**config.mk**
```make
export PLATFORM = sky130hd
export DESIGN_NAME = game_ctrl
export DESIGN_NICKNAME = d
export VERILOG_FILES = /design/src/rtl/game_pkg.sv /design/src/rtl/move_tick_gen.sv /design/src/rtl/game_ctrl.sv
export SDC_FILE = /design/constraint.sdc
export NUM_CORES = 1
export LEC_CHECK = 0
export BUFFER_PORTS_ARGS = -buffer_cell sky130_fd_sc_hd__buf_2
export CORE_MARGIN = 2
export CORE_UTILIZATION = 52
export DETAILED_ROUTE_END_ITERATION = 10
export GPL_TIMING_DRIVEN = 1
export PLACE_DENSITY = 0.87
export SLEW_MARGIN = 20
export SYNTH_ARGS = -nofsm -noshare
export SYNTH_HDL_FRONTEND = slang
export SYNTH_SLANG_ARGS = --single-unit
export TNS_END_PERCENT = 20
```
**constraint.sdc**
```tcl
create_clock -name clk_mode -period 2 [get_ports clk_mode]
set_input_delay 0.1 -clock clk_mode [delete_from_list [all_inputs] [get_ports clk_mode]]
set_output_delay 0.1 -clock clk_mode [all_outputs]
set_load 0.005 [all_outputs]
```
**src/rtl/game_pkg.sv**
```systemverilog
// game_pkg: shared state encodings and score constants for the snake game path.
package game_pkg;
  typedef enum logic [1:0] {
    ST_IDLE  = 2'd0,
    ST_PLAY  = 2'd1,
    ST_PAUSE = 2'd2,
    ST_OVER  = 2'd3
  } state_t;
  localparam int SCORE_W  = 14;
  localparam int INC_SLOW = 10;
  localparam int INC_FAST = 30;
endpackage

```
**src/rtl/move_tick_gen.sv**
```systemverilog
// move_tick_gen: speed-dependent snake step strobe; holds its count while run is low.
module move_tick_gen #(
  parameter int SLOW_DIV = 12500000,
  parameter int FAST_DIV = 5000000,
  parameter int CNT_W    = 24
) (
  input  logic clk_mode,
  input  logic rst_n,
  input  logic run,
  input  logic clear,
  input  logic speed,
  output logic tick
);
  logic [CNT_W-1:0] cnt;
  logic [CNT_W-1:0] last;
  assign last = speed ? CNT_W'(FAST_DIV - 1) : CNT_W'(SLOW_DIV - 1);
  always_ff @(posedge clk_mode or negedge rst_n) begin
    if (!rst_n) begin
      cnt  <= '0;
      tick <= 1'b0;
    end else begin
      tick <= run && !clear && cnt == last;
      cnt  <= clear ? '0 : !run ? cnt : cnt == last ? '0 : cnt + 1'b1;
    end
  end
endmodule

```
**src/rtl/game_ctrl.sv**
```systemverilog
// game_ctrl: IDLE/PLAY/PAUSE/OVER sequencer driving the score accumulator,
// snake step tick and session high score.
module game_ctrl
  import game_pkg::*;
#(
  parameter int SLOW_DIV = 12500000,
  parameter int FAST_DIV = 5000000,
  parameter int CNT_W    = 24,
  parameter int SCORE_W  = game_pkg::SCORE_W
) (
  input  logic               clk_mode,
  input  logic               rst_n,
  input  logic               btn_start,
  input  logic               btn_pause,
  input  logic               speed_sw,
  input  logic               eat,
  input  logic               hit,
  input  logic [SCORE_W-1:0] score_in,
  output logic               apple_valid,
  output logic               score_zero,
  output logic               speed,
  output logic               move_tick,
  output logic [1:0]         game_state,
  output logic [SCORE_W-1:0] high_score,
  output logic               new_record
);
  state_t state, nxt;
  logic eat_q, over_first, run, clear;
  always_comb begin
    nxt = state;
    case (state)
      ST_IDLE:  nxt = btn_start ? ST_PLAY : ST_IDLE;
      ST_PLAY:  nxt = hit ? ST_OVER : btn_pause ? ST_PAUSE : ST_PLAY;
      ST_PAUSE: nxt = btn_pause ? ST_PLAY : ST_PAUSE;
      ST_OVER:  nxt = btn_start ? ST_IDLE : ST_OVER;
      default:  nxt = ST_IDLE;
    endcase
  end
  // A hit clears the counter on the same edge so no tick leaks into OVER.
  assign run   = state == ST_PLAY;
  assign clear = state == ST_IDLE || state == ST_OVER || (run && hit);
  assign game_state = state;
  always_ff @(posedge clk_mode or negedge rst_n) begin
    if (!rst_n) begin
      state       <= ST_IDLE;
      score_zero  <= 1'b1;
      apple_valid <= 1'b0;
      speed       <= 1'b0;
      high_score  <= '0;
      new_record  <= 1'b0;
      eat_q       <= 1'b0;
      over_first  <= 1'b0;
    end else begin
      state       <= nxt;
      eat_q       <= eat;
      score_zero  <= nxt == ST_IDLE;
      apple_valid <= run && eat && !eat_q && !hit;
      over_first  <= run && hit;
      if (state == ST_IDLE && btn_start) speed <= speed_sw;
      if (over_first && score_in > high_score) begin
        high_score <= score_in;
        new_record <= 1'b1;
      end else if (state == ST_OVER && btn_start) begin
        new_record <= 1'b0;
      end
    end
  end
  move_tick_gen #(.SLOW_DIV(SLOW_DIV), .FAST_DIV(FAST_DIV), .CNT_W(CNT_W)) u_tick (
    .clk_mode(clk_mode),
    .rst_n(rst_n),
    .run(run),
    .clear(clear),
    .speed(speed),
    .tick(move_tick)
  );
endmodule

```
==> flow_summary.toml <==
[detailed_routing]
drt_iter0_drc = 151
wirelength_um = 7430
dr.pass1.iters = 5
vias = 2647
ant_nets = 0
avgViaCountPerCell = 6.02
drc = 0
wl_per_cell_um = 16.9

[layout]
area_delta_synth_final_pct = 25.3
design_area_sq_um = 3630
fin_cells = 440
drive_gt1_frac = 0.334
nNetsFinal = 408
diodes = 0
final_core_util = 0.668

[status]
outcome = "complete, but fails checks"
violations = "setup timing"

[synthesis]
syn_nets = 338
syn_avg_cell_area_sq_um = 9.76
async_reset_ff_frac = 1.00
netlist_area_sq_um = 2900
yosysTopAreaCellShare = 0.397
synthTopCellsByCount = "dfrtp_1 (46), nand2_1 (27), inv_1 (25)"
dominantRegCellSynth = "dfrtp_1"
synth_edf_count = 0
yosys-top-cells-area = "dfrtp_1 (40%), ha_1 (8.6%), mux2_2 (5.8%), nand2_1 (3.5%), inv_1 (3.2%)"
synth-seq-area-share = 0.406
synth_top_cell_by_area = "dfrtp_1"
syn_inst = 297
yosysUniqueCellTypes = 55
yosysMostFrequentCell = "dfrtp_1"
yosys_warnings = 0
synth_seq_cells = 47

[power]
power_mw = 4.26
p_leak_nw = 1.65
power_density_nw_per_um2 = 1170
max-vdd-ir-drop_mv = 0.668

[timing]
max_freq_mhz = 491
hold_viol_final = 0
setup_ws_ps = -37.6
clock_skew_ps = 11.1
tightest_slew_ps = 780
drv_slew = 0
setup_viol = 14
fin_crit_sh = 1.02
fin_tns_setup_ps = -331
fin_crit_ps = 2040
relSlewSlack = 0.480
rsz0062_at_grt = "true"

[clock_tree]
clock_path_buffers = 2
path_clk_slew_ps = 100
clock_latency_ps = 300
cts_made_buffers = 5
tritoncts = "done"
clock_sinks = 47
htree_levels = 2
cts_root_buf = "clkbuf_8"

[worst_setup_path]
cp_cell_sequence = "inv_1 -> ha_1 -> nand4_1 -> nor2_1 -> o31ai_1 -> a31oi_2 -> buf_6 -> mux2_2"
cp_slowest_cell = "dfrtp_1"
cpPeakStageDelay_ps = 390
start_kind = "register"
critPathCaptureType = "register"
worstPathMaxFanout = 7
cp_data_required_time_ps = 2190
worstSetupPathType = "register to register"
arrival_ps = 2230
reg2reg_slack_ps = -40

[floorplanning]
core-area_sq_um = 5440
ios = 42
initial_core_util = 0.533
die-area_sq_um = 6190
die_y_um = 78.7
die_w_um = 78.7
rows = 27

[placed_design]
dp.cells = 424
place_area_sq_um = 3330
port_buffers = 41
dp_hpwl_um = 5160
globalplace.congestion = 0.850

[global_route]
grt_max_degree = 35
grt_usage = 0.243
grt_pass1_vias = 2551
antenna_found_initial = 0
grt_overflow = 0
grt_pass1_wl_um = 11800

[flow_run]
drv_cap = 0

[worst_hold_path]
hold_class = "input pin to register"
through the flow:
stage / setup slack, ps / hold slack (ps)
detailed placement: -11.2 / 223
finish: -37.6 / 11.7
global placement: 81.7 / 214
global route: -147 / 16.8
floorplan: 2.09 / -196
CTS: 5.52 / 7.90
cell type report:
class,instances,area (sq um)
inverter,25,93.8
multi-input combinational,212,1660
clock inverter,3,67.6
sequential,47,1180
tap,72,90.1
clock buffer,5,68.8
fill,397,1810
timing repair buffer,76,477
logic make-up (layout without fill, tap and decap cells):
| kind of cell | count (synthesis) | count (layout) | synth area share |
|---|---|---|---|
| AND/OR/NAND/NOR | 105 | 105 | 0.221 |
| AO/OA/AOI/OAI | 66 | 66 | 0.148 |
| flip-flops | 47 | 47 | 0.406 |
| buffers and inverters | 38 | 109 | 0.0591 |
| adder cells (fa/ha/maj) | 20 | 20 | 0.0863 |
| multiplexers | 20 | 20 | 0.0755 |
| XOR/XNOR | 1 | 1 | 0.00302 |
placed cells by master, fill, tap and decap left out, types with 3 or more instances in the layout:
cell and count:
inv_1 23, a31oi_1 12, nand3b_1 3, nand4_1 10, and3_1 6, buf_2 41
nand2b_1 3, or4_1 3, a21oi_1 11, mux2i_1 5, o31ai_1 5, nor2b_1 3
dfrtp_1 45, ha_4 6, clkbuf_8 5, nand3_1 14, nor2_1 10, o211ai_1 3
ha_1 14, and4_1 3, o21ai_0 12, mux2_2 15, a22oi_1 5, buf_4 32
nand2_2 3, nand2_1 26
worst max-delay path: cells and delay by family, from the launching register on:
family	cells	cell delay, ps
AO/OA/AOI/OAI	2	330
adder cells (fa/ha/maj)	1	280
buffers and inverters	2	230
flip-flops	1	390
multiplexers	1	340
AND/OR/NAND/NOR	2	340
final timing paths:
check | from | depth (start not counted) | end
max reg2reg | high_score[6]$_DFFE_PN0P_ | 8 | high_score[11]$_DFFE_PN0P_
min in group asynchronous | rst_n | 2 | high_score[9]$_DFFE_PN0P_
max | high_score[6]$_DFFE_PN0P_ | 8 | high_score[11]$_DFFE_PN0P_
min reg2reg | eat_q$_DFF_PN0_ | 1 | apple_valid$_DFF_PN0_
min | hit | 2 | apple_valid$_DFF_PN0_
max in group asynchronous | rst_n | 3 | u_tick.cnt[14]$_DFFE_PN0P_
report_power, final:
part	switching, mW	total, mW	leakage [nW]	internal, mW
clock network	0.335	0.834	0.0644	0.499
registers	0.163	1.34	0.609	1.18
logic	1.14	2.08	0.981	0.947
total	1.63	4.26	1.65	2.63
sequential cells by signal (all words and copies together) (netlist names):
signal / count
apple_valid: 1
eat_q: 1
game_state: 2
high_score: 14
new_record: 1
over_first: 1
score_zero: 1
speed: 1
u_tick.cnt: 24
u_tick.tick: 1
per-layer routing:
layer  wire [um]  track usage  vias up
met5           0            0        -
li1            -            -     1238
met1        3030        0.298     1291
met4          85       0.0965        0
met2        3830        0.427      106
met3         484       0.0391       12
repair_timing:
item / in CTS / in global routing
endpoints found under the hold margin: 32 / 0
pin swaps: 3 / 7
buffers inserted: 1 / 5
gates resized for setup: 2 / 14
gates cloned: 0 / 0
hold buffers: 2 / 0
endpoints found under the setup margin: 8 / 29
(Power assumes the default switching activity.)
